$ cat config.mk
export PLATFORM = sky130hd
export DESIGN_NAME = cozy_fetch_unit
export DESIGN_NICKNAME = d
export VERILOG_FILES = /design/src/rtl/cozy_fetch_unit.sv
export SDC_FILE = /design/constraint.sdc
export NUM_CORES = 1
export LEC_CHECK = 0
export CAP_MARGIN = 15
export CORE_MARGIN = 1.5
export CORE_UTILIZATION = 56
export DETAILED_ROUTE_END_ITERATION = 16
export GPL_TIMING_DRIVEN = 1
export PLACE_DENSITY = 0.8
export SLEW_MARGIN = 25
export SYNTH_ARGS = -nofsm -noshare
export SYNTH_HDL_FRONTEND = slang
export SYNTH_SLANG_ARGS = --single-unit
$ cat constraint.sdc
create_clock -name clk -period 2.5 [get_ports clk]
set_input_delay 0.25 -clock clk [delete_from_list [all_inputs] [get_ports clk]]
set_output_delay 0.25 -clock clk [all_outputs]
set_load 0.02 [all_outputs]
$ cat src/rtl/cozy_fetch_unit.sv
// -----------------------------------------------------------------------------
// cozy_fetch_unit
//   Instruction fetch sequencer for the cozy core. Issues word reads on a
//   req/ack memory bus, buffers fetched words in a small prefetch FIFO and
//   hands them, with their PC, to decode over a valid/ready handshake.
//   A redirect flushes the FIFO and restarts fetch at a new PC. A bus read
//   cannot be aborted, so a redirect that lands on an outstanding request
//   waits for that request's ack and throws the returned data away.
//
// Ports
//   clk, rst_n             clock, asynchronous active-low reset
//   mem_req / mem_addr     read request and word address (held until mem_ack)
//   mem_ack / mem_rdata    read completion and returned word
//   redirect / redirect_pc one-cycle flush pulse and new fetch address
//   insn_valid/insn_ready  head-of-FIFO handshake towards decode
//   insn / insn_pc         head instruction word and its address (registered)
//   busy                   a bus request is outstanding (equals mem_req)
// -----------------------------------------------------------------------------
module cozy_fetch_unit #(
    parameter int                ADDR_W   = 16,
    parameter int                DEPTH    = 2,
    parameter logic [ADDR_W-1:0] RESET_PC = {ADDR_W{1'b0}}
) (
    input  logic              clk,
    input  logic              rst_n,
    output logic              mem_req,
    output logic [ADDR_W-1:0] mem_addr,
    input  logic              mem_ack,
    input  logic [15:0]       mem_rdata,
    input  logic              redirect,
    input  logic [ADDR_W-1:0] redirect_pc,
    output logic              insn_valid,
    input  logic              insn_ready,
    output logic [15:0]       insn,
    output logic [ADDR_W-1:0] insn_pc,
    output logic              busy
);

    localparam int PW = (DEPTH > 1) ? $clog2(DEPTH) : 1;
    localparam int CW = $clog2(DEPTH + 1);
    localparam int EW = ADDR_W + 16;
    localparam logic [CW-1:0]     DEPTH_C = CW'(DEPTH);
    localparam logic [CW-1:0]     CNT_ZERO = {CW{1'b0}};
    localparam logic [PW-1:0]     PTR_ZERO = {PW{1'b0}};
    localparam logic [ADDR_W-1:0] PC_ONE = {{(ADDR_W-1){1'b0}}, 1'b1};

    typedef enum logic [1:0] {
        ST_IDLE    = 2'd0,
        ST_REQ     = 2'd1,
        ST_DISCARD = 2'd2
    } state_t;

    state_t              state_r, state_n;
    logic                mem_req_r, mem_req_n;
    logic [ADDR_W-1:0]   mem_addr_r, mem_addr_n;
    logic [ADDR_W-1:0]   fetch_pc_r, fetch_pc_n;

    logic [EW-1:0]       fifo_r [DEPTH];
    logic [PW-1:0]       rd_ptr_r, wr_ptr_r;
    logic [CW-1:0]       count_r, count_n;

    logic                insn_valid_r;
    logic [15:0]         insn_r;
    logic [ADDR_W-1:0]   insn_pc_r;

    logic                ack_s, push_s, pop_s;
    logic [CW-1:0]       remain_s;
    logic [PW-1:0]       head_idx_s;
    logic [EW-1:0]       head_n;
    logic [ADDR_W-1:0]   target_s;

    // FIFO bookkeeping: push/pop qualification, next occupancy, next head entry
    always_comb begin
        ack_s      = mem_ack & mem_req_r;
        // only a live REQ transaction delivers data; redirect drops it
        push_s     = ack_s & (state_r == ST_REQ) & ~redirect;
        pop_s      = insn_valid_r & insn_ready;
        remain_s   = count_r - CW'(pop_s);
        head_idx_s = rd_ptr_r + PW'(pop_s);
        if (redirect) begin
            count_n = CNT_ZERO;
        end else begin
            count_n = remain_s + CW'(push_s);
        end
        // after the pop, either an older entry becomes head or the word
        // arriving this cycle does (FIFO drained to empty)
        if (remain_s != CNT_ZERO) begin
            head_n = fifo_r[head_idx_s];
        end else begin
            head_n = {mem_addr_r, mem_rdata};
        end
    end

    // FIFO storage and pointers; redirect rewinds both pointers
    always_ff @(posedge clk or negedge rst_n) begin
        if (!rst_n) begin
            for (int i = 0; i < DEPTH; i++) begin
                fifo_r[i] <= {EW{1'b0}};
            end
            rd_ptr_r <= PTR_ZERO;
            wr_ptr_r <= PTR_ZERO;
            count_r  <= CNT_ZERO;
        end else begin
            if (push_s) begin
                fifo_r[wr_ptr_r] <= {mem_addr_r, mem_rdata};
            end
            if (redirect) begin
                rd_ptr_r <= PTR_ZERO;
                wr_ptr_r <= PTR_ZERO;
            end else begin
                rd_ptr_r <= rd_ptr_r + PW'(pop_s);
                wr_ptr_r <= wr_ptr_r + PW'(push_s);
            end
            count_r <= count_n;
        end
    end

    // Registered head-of-FIFO presentation towards decode
    always_ff @(posedge clk or negedge rst_n) begin
        if (!rst_n) begin
            insn_valid_r <= 1'b0;
            insn_r       <= 16'h0000;
            insn_pc_r    <= {ADDR_W{1'b0}};
        end else begin
            insn_valid_r <= (count_n != CNT_ZERO);
            if (count_n != CNT_ZERO) begin
                insn_pc_r <= head_n[EW-1:16];
                insn_r    <= head_n[15:0];
            end
        end
    end

    // Fetch FSM next-state and next bus outputs
    always_comb begin
        state_n    = state_r;
        mem_req_n  = mem_req_r;
        mem_addr_n = mem_addr_r;
        fetch_pc_n = fetch_pc_r;
        target_s   = redirect ? redirect_pc : fetch_pc_r;
        case (state_r)
            ST_IDLE: begin
                fetch_pc_n = target_s;
                if (redirect || (count_r < DEPTH_C)) begin
                    state_n    = ST_REQ;
                    mem_req_n  = 1'b1;
                    mem_addr_n = target_s;
                end else begin
                    state_n    = ST_IDLE;
                end
            end
            ST_REQ: begin
                if (redirect) begin
                    fetch_pc_n = redirect_pc;
                    if (ack_s) begin
                        // FIFO is flushed, so a slot is always free
                        mem_addr_n = redirect_pc;
                    end else begin
                        // request cannot be withdrawn; wait out its ack
                        state_n = ST_DISCARD;
                    end
                end else if (ack_s) begin
                    fetch_pc_n = fetch_pc_r + PC_ONE;
                    mem_addr_n = fetch_pc_r + PC_ONE;
                    if (count_n < DEPTH_C) begin
                        state_n = ST_REQ;
                    end else begin
                        state_n   = ST_IDLE;
                        mem_req_n = 1'b0;
                    end
                end else begin
                    state_n = ST_REQ;
                end
            end
            ST_DISCARD: begin
                // a later redirect simply replaces the pending target
                fetch_pc_n = target_s;
                if (ack_s) begin
                    mem_addr_n = target_s;
                    if (count_n < DEPTH_C) begin
                        state_n = ST_REQ;
                    end else begin
                        state_n   = ST_IDLE;
                        mem_req_n = 1'b0;
                    end
                end else begin
                    state_n = ST_DISCARD;
                end
            end
            default: begin
                state_n    = ST_IDLE;
                mem_req_n  = 1'b0;
                mem_addr_n = fetch_pc_r;
            end
        endcase
    end

    // Fetch FSM state and registered bus outputs
    always_ff @(posedge clk or negedge rst_n) begin
        if (!rst_n) begin
            state_r    <= ST_IDLE;
            mem_req_r  <= 1'b0;
            mem_addr_r <= RESET_PC;
            fetch_pc_r <= RESET_PC;
        end else begin
            state_r    <= state_n;
            mem_req_r  <= mem_req_n;
            mem_addr_r <= mem_addr_n;
            fetch_pc_r <= fetch_pc_n;
        end
    end

    assign mem_req    = mem_req_r;
    assign mem_addr   = mem_addr_r;
    assign busy       = mem_req_r;
    assign insn_valid = insn_valid_r;
    assign insn       = insn_r;
    assign insn_pc    = insn_pc_r;

endmodule
==> summary.txt, run 1 <==
Area Overhead vs Synth: 25.9%
Psw: 4.89 mW
Skew final: 0.00669 ns
Biggest area consumer among synthesized cells: dfrtp_1
Post-DP Area: 8270 um^2
Most used cell, CP: ha_1
Clock sinks: 136
Input/output buffers: 87
Total design power: 12.3 mW
Synth Instances: 667
Status: completed
Max VDD drop: 0.000993 V
ANT cells: 0
Remaining DRCs: 0
GR Util All Layers: 28.1%
Netlist cell types: 65
Pwr Density: 1380 nW/um^2
Yosys top cell area share: 48.1%
Worst setup EP type: register
Final setup viols: 0
Die ar.: 13300 um^2
Seq pwr share: 31.5%
Slew Viols, Final: 0
Routed length per instance: 18.8 um
Req. time, crit path: 2.86 ns
Sw frac: 39.7%
Fillers: 839
Ys async rst share: 100%
First-pass GRT wire length: 29000 um
Via count normalized by instance count: 6.04
Die X: 115 um
Cells after DPL: 902
Nets: 800
DRT antenna net count: 0
Starting DRT DRC Count: 374
Max stage delay on crit path: 0.42 ns
Core Util, Final: 73.2%
Via count of the first global-routing pass: 5745
Critical path cell sequence: inv_1 -> ha_1 -> nand2b_1 -> nor2_1 -> ha_1 -> xnor3_1 -> nor2_2 -> nor2_4 -> buf_12 -> a211oi_1 -> a21o_1
Fin. Hold Viols: 0
Largest net degree at the start of global routing: 63
Final setup TNS: 0 ns
Synth warn: 0
Congestion Overflow GR: 0
Family with the most delay on the worst path: simple AND/OR/NAND/NOR gates
Hold slack: 0.307 ns
Worst r2r src: state_r[1]
Class of the tightest hold or removal check: input port to asynchronous set/reset pin
PnR worst setup slack: 0.216 ns
Synth Register Bits: 136
Post-synth net total: 713
Core outline area: 12200 um^2
Root buf cell: clkbuf_16
Die H: 115 um
CTS Buffer Depth: 2
Syn avg cell area: 10.6 um^2
Design area: 8900 um^2
Commonest cells in the netlist: dfrtp_1, nor2_1, mux2_2
Routability cong.: 0.929
Initial antenna violation count: 0
Worst Setup Start Kind: register
Critical path peak fanout: 26
Internal power: 7.43 mW
FP Rows: 40
Relative slew slack: 56.0%
RSZ-0062 raised after global routing: false
Tmin final: 2.28 ns
Lkg Pwr: 4.20 nW
Post-synthesis sequential area ratio: 48.1%
Place WS: 0.0221 ns
DRT Wirelength: 17600 um
EDFF count, synth: 0
Num CTS Buffers: 17
Layout cell share with drive strength beyond 1: 19.1%
Critical Path AT: 2.64 ns
Ports: 88
Netlist Area Pre-Place: 7070 um^2
Top post-synthesis cells by area: dfrtp_1, mux2_2, mux2i_1
Critical path type: register to register
Final non-filler cell total: 934
Top-count cell post-synth: dfrtp_1
Worst setup path startpoint: state_r[1]
Initial Util: 58.1%
FMAX: 438 MHz
Clock power frac: 21.2%
MaxCap Viol Count: 0
CTS tree: done
Via count: 5644
Detailed-router iteration count before antenna repair: 5
Worst-margin pin slew: 0.661 ns
Clock latency at the later pin of the worst-skew pair: 0.42 ns
H-tree depth: 4
Tcrit/Tclk final: 91.4%
Top FF cell, synth: dfrtp_1
Post-CTS setup buffer count: 0
Clock Pin Slew Worst Setup and Hold Paths: 0.06 ns
HPWL after DPL: 12000 um
CP max stage cell: dfrtp_1
Buf/Inv on CP: 2
Comb pwr share: 47.3%
[kinds of logic after synthesis]
group | Yosys count | share of synthesized area (%)
muxes | 100 | 15.3
DFF | 136 | 48.1
buffers and inverters | 71 | 4.60
xor gates and xnor gates | 8 | 1.29
AOI/OAI and AO/OA | 192 | 19.0
adders and majority gates | 9 | 1.59
and+or+nand+nor | 151 | 10.1
[metal layers]
layer | routed length (um) | vias up | GRT usage, %
met2 | 8690 | 194 | 46.1
li1 | - | 2627 | -
met5 | 0 | - | 0
met3 | 974 | 29 | 5.96
met1 | 7560 | 2794 | 36.9
met4 | 365 | 0 | 10.7
[timing repair]
action	CTS	global route
gates resized for setup	0	1
hold endpoints to repair	30	0
setup endpoints to repair	0	1
hold buffers	1	0
[cell usage in the layout (no fill, tap or decap), drive strengths merged, types with 21 or more instances in the layout]
master and n:
nor2 70, a21o 33, dfrtp 136, mux2 65, nand2 30, a21oi 30
a211oi 34, clkdlybuf4s50 86, o21ai 30, mux2i 35, buf 36, clkbuf 21
[sequential cells by signal, indices dropped and copies added, names as in the netlist]
register / flops
insn_pc: 16
busy: 1
insn_valid: 1
wr_ptr_r: 1
count_r: 2
rd_ptr_r: 1
fifo_r: 64
fetch_pc_r: 16
mem_addr: 16
state_r: 2
insn: 16
[path summary, 6_finish.rpt]
| kind | to | slack, ns | depth (start not counted) |
|---|---|---|---|
| min in group clk | insn[3] | 0.47 | 1 |
| worst min-delay path | fifo_r[8] | 0.31 | 2 |
| worst max register to register | insn_pc[6] | 0.22 | 11 |
| worst max-delay path | insn_pc[6] | 0.22 | 11 |
| max in group asynchronous | fetch_pc_r[15] | 1.25 | 3 |
| worst min register to register | insn[3] | 0.47 | 1 |
[power by group through the flow]
stage                     clock network, mW  registers [mW]  logic (mW)
final                                  2.61            3.88        5.83
after global routing                   2.75            3.99        6.32
after CTS                              2.65            3.87        5.82
after detailed placement                  0            3.88        5.76
after global placement                    0            3.83        5.59
after floorplan                           0            4.03        3.47
[area by class of cell]
| cell class | instances | area (um^2) | area share [%] |
|---|---|---|---|
| well taps | 168 | 210 | 2.36 |
| clock buffers | 21 | 480 | 5.40 |
| clock inverters | 10 | 141 | 1.59 |
| flip-flops and latches | 136 | 3400 | 38.2 |
| multi-input cells | 460 | 3370 | 37.8 |
| repair buffers | 123 | 1240 | 13.9 |
| inverters | 16 | 60.1 | 0.674 |
No activity file was read; power rests on OpenSTA's default activity.
==> run 2: changes to the inputs <==
- CORE_UTILIZATION: 56 -> 51
- PLACE_DENSITY: 0.8 -> 0.77
- clock period: 2.5 -> 2.1 ns (I/O delays scaled with it)
==> summary.txt, run 2 (synthesis gave the netlist of run 1 again) <==
Status: complete, but fails checks (was completed)
Violated checks: setup timing
DRT Wirelength: 19400 um (was 17600 um)
Detailed-router iteration count before antenna repair: 7 (was 5)
CTS tree: done (unchanged)
R2R cell count: 11 (unchanged)
First-pass GRT wire length: 30300 um (was 29000 um)
Reg-to-Reg End: insn_pc[0] (was insn_pc[6])
Relative slew slack: 61.9% (was 56.0%)
Max stage delay on crit path: 0.40 ns (was 0.42 ns)
Routability cong.: 0.912 (was 0.929)
Flop2flop setup slack: -0.04 ns (was 0.22 ns)
Congestion Overflow GR: 0 (unchanged)
Max FFs per register: 64 (unchanged)
Tcrit/Tclk final: 102% (was 91.4%)
Via count normalized by instance count: 6.01 (was 6.04)
Ports: 88 (unchanged)
Critical path cell sequence: and2_4 -> ha_4 -> inv_2 -> ha_4 -> xnor3_1 -> nor2_4 -> nor2_4 -> buf_4 -> buf_12 -> a211oi_1 -> a21o_1 (was inv_1 -> ha_1 -> nand2b_1 -> nor2_1 -> ha_1 -> xnor3_1 -> nor2_2 -> nor2_4 -> buf_12 -> a211oi_1 -> a21o_1)
Slew Viols, Final: 0 (unchanged)
Starting DRT DRC Count: 462 (was 374)
Input/output buffers: 87 (unchanged)
Routed length per instance: 19.6 um (was 18.8 um)
Largest net degree at the start of global routing: 51 (was 63)
ANT cells: 0 (unchanged)
Most common cell after layout, fill and taps aside: dfrtp_1 (unchanged)
Layout cell share with drive strength beyond 1: 28.5% (was 19.1%)
FP Rows: 42 (was 40)
Final setup viols: 26 (was 0)
Root buf cell: clkbuf_16 (unchanged)
Fin. Hold Viols: 0 (unchanged)
Remaining DRCs: 0 (unchanged)
FMAX: 467 MHz (was 438 MHz)
Class of the tightest hold or removal check: input port to asynchronous set/reset pin (unchanged)
Clock sinks: 136 (unchanged)
Register with the most flip-flops: fifo_r (unchanged)
Max VDD drop: 0.000846 V (was 0.000993 V)
MaxCap Viol Count: 0 (unchanged)
Worst r2r src: insn_valid (was state_r[1])
Place WS: -0.276 ns (was 0.0221 ns)
Critical path peak fanout: 15 (was 26)
Worst setup EP type: register (unchanged)
Req. time, crit path: 2.41 ns (was 2.86 ns)
Die H: 121 um (was 115 um)
Num CTS Buffers: 17 (unchanged)
Critical Path AT: 2.45 ns (was 2.64 ns)
Tmin final: 2.14 ns (was 2.28 ns)
Die ar.: 14600 um^2 (was 13300 um^2)
Worst-margin pin slew: 0.572 ns (was 0.661 ns)
DRT antenna net count: 0 (unchanged)
Initial antenna violation count: 0 (unchanged)
Final setup TNS: -0.436 ns (was 0 ns)
HPWL after DPL: 12700 um (was 12000 um)
Lkg Pwr: 4.48 nW (was 4.20 nW)
PnR worst setup slack: -0.0420 ns (was 0.216 ns)
Via count: 5950 (was 5644)
Clock Pin Slew Worst Setup and Hold Paths: 0.06 ns (about the same)
Most frequent cells in the layout: dfrtp_1, clkdlybuf4s50_1, nor2_1 (unchanged)
Initial Util: 52.8% (was 58.1%)
Core outline area: 13400 um^2 (was 12200 um^2)
CP max stage cell: dfrtp_2 (was dfrtp_1)
Worst Setup Start Kind: register (unchanged)
GR Util All Layers: 26.5% (was 28.1%)
Pwr Density: 1660 nW/um^2 (was 1380 nW/um^2)
Clock latency at the later pin of the worst-skew pair: 0.42 ns (about the same)
Area Overhead vs Synth: 35.3% (was 25.9%)
Die X: 121 um (was 115 um)
Via count of the first global-routing pass: 6017 (was 5745)
H-tree depth: 4 (unchanged)
Critical path type: register to register (unchanged)
Skew final: 0.00714 ns (was 0.00669 ns)
RSZ-0062 raised after global routing: true (was false)
Nets: 847 (was 800)
CTS Buffer Depth: 2 (unchanged)
[run 2: cell count changes in the layout (fill, tap and decap cells not counted), moves of 4 or more]
cell / previous run / this run
buf_4: 28 / 62
a211oi_1: 32 / 16
a211oi_2: 1 / 16
buf_12: 8 / 15
ha_1: 9 / 2
clkinv_2: 2 / 6
ha_2: 0 / 4
[run 2: what timing repair did]
item | CTS | global route
gates cloned | 1 | 3
endpoints found under the hold margin | 41 | 0
resized for setup | 18 | 33
pin swaps | 5 | 8
setup endpoints to repair | 33 | 57
setup buffers | 3 | 7
hold buffers | 1 | 0
[run 2: how the worst max path moves through the flow]
stage	from	to	slack [ns]	depth (start not counted)
after global routing	insn_valid	insn_pc[0]	-0.11	11
after detailed placement	insn_ready	insn[12]	-0.28	11
final	insn_valid	insn_pc[0]	-0.04	11
after CTS	state_r[1]	insn[5]	0.009	11
after global placement	insn_ready	busy	-0.18	11
after floorplan	state_r[1]	insn[10]	0.007	12
[run 2: area by class of cell]
type	count	area, um^2
Inverter	16	60.1
Fill cell	934	3830
Clock buffer	19	443
Sequential cell	136	3410
Clock inverter	13	129
Tap cell	176	220
Timing Repair Buffer	170	1750
Multi-Input combinational cell	460	3560
[run 2: layer usage]
| metal | vias to the layer above | part of all wire, % | GRT usage [%] |
|---|---|---|---|
| li1 | 2729 | - | - |
| met1 | 2975 | 43 | 34.3 |
| met2 | 220 | 50 | 45.3 |
| met3 | 26 | 5.6 | 4.81 |
| met4 | 0 | 1.3 | 8.16 |
| met5 | - | 0 | 0 |
[run 2: worst max-delay path: cells and delay by family (launching register included)]
kind,cells,cell delay [ns]
buf+inv,3,0.34
simple gates,3,0.40
compound gates,2,0.23
fa+ha+maj,2,0.41
flops,1,0.40
xor+xnor,1,0.26
[run 2: where the power goes]
part | total [mW] | internal, mW | leakage (nW) | switching, mW
clock network | 2.86 | 1.76 | 0.275 | 1.10
logic | 8.44 | 4.06 | 2.47 | 4.38
registers | 4.58 | 3.65 | 1.73 | 0.928
[run 2: metrics by stage]
| step | hold slack [ns] | std cells | util [%] | area, um^2 | power, mW |
|---|---|---|---|---|---|
| after global routing | 0.376 | 990 | 71.4 | 9570 | 16.8 |
| after detailed placement | 0.239 | 944 | 64.2 | 8600 | 12.1 |
| after CTS | 0.335 | 981 | 69.6 | 9330 | 15.3 |
| after global placement | 0.234 | 944 | 64.2 | 8600 | 11.8 |
| after floorplan | -0.0856 | 667 | - | 7090 | 8.96 |
| final | 0.324 | 990 | 71.4 | 9570 | 15.9 |
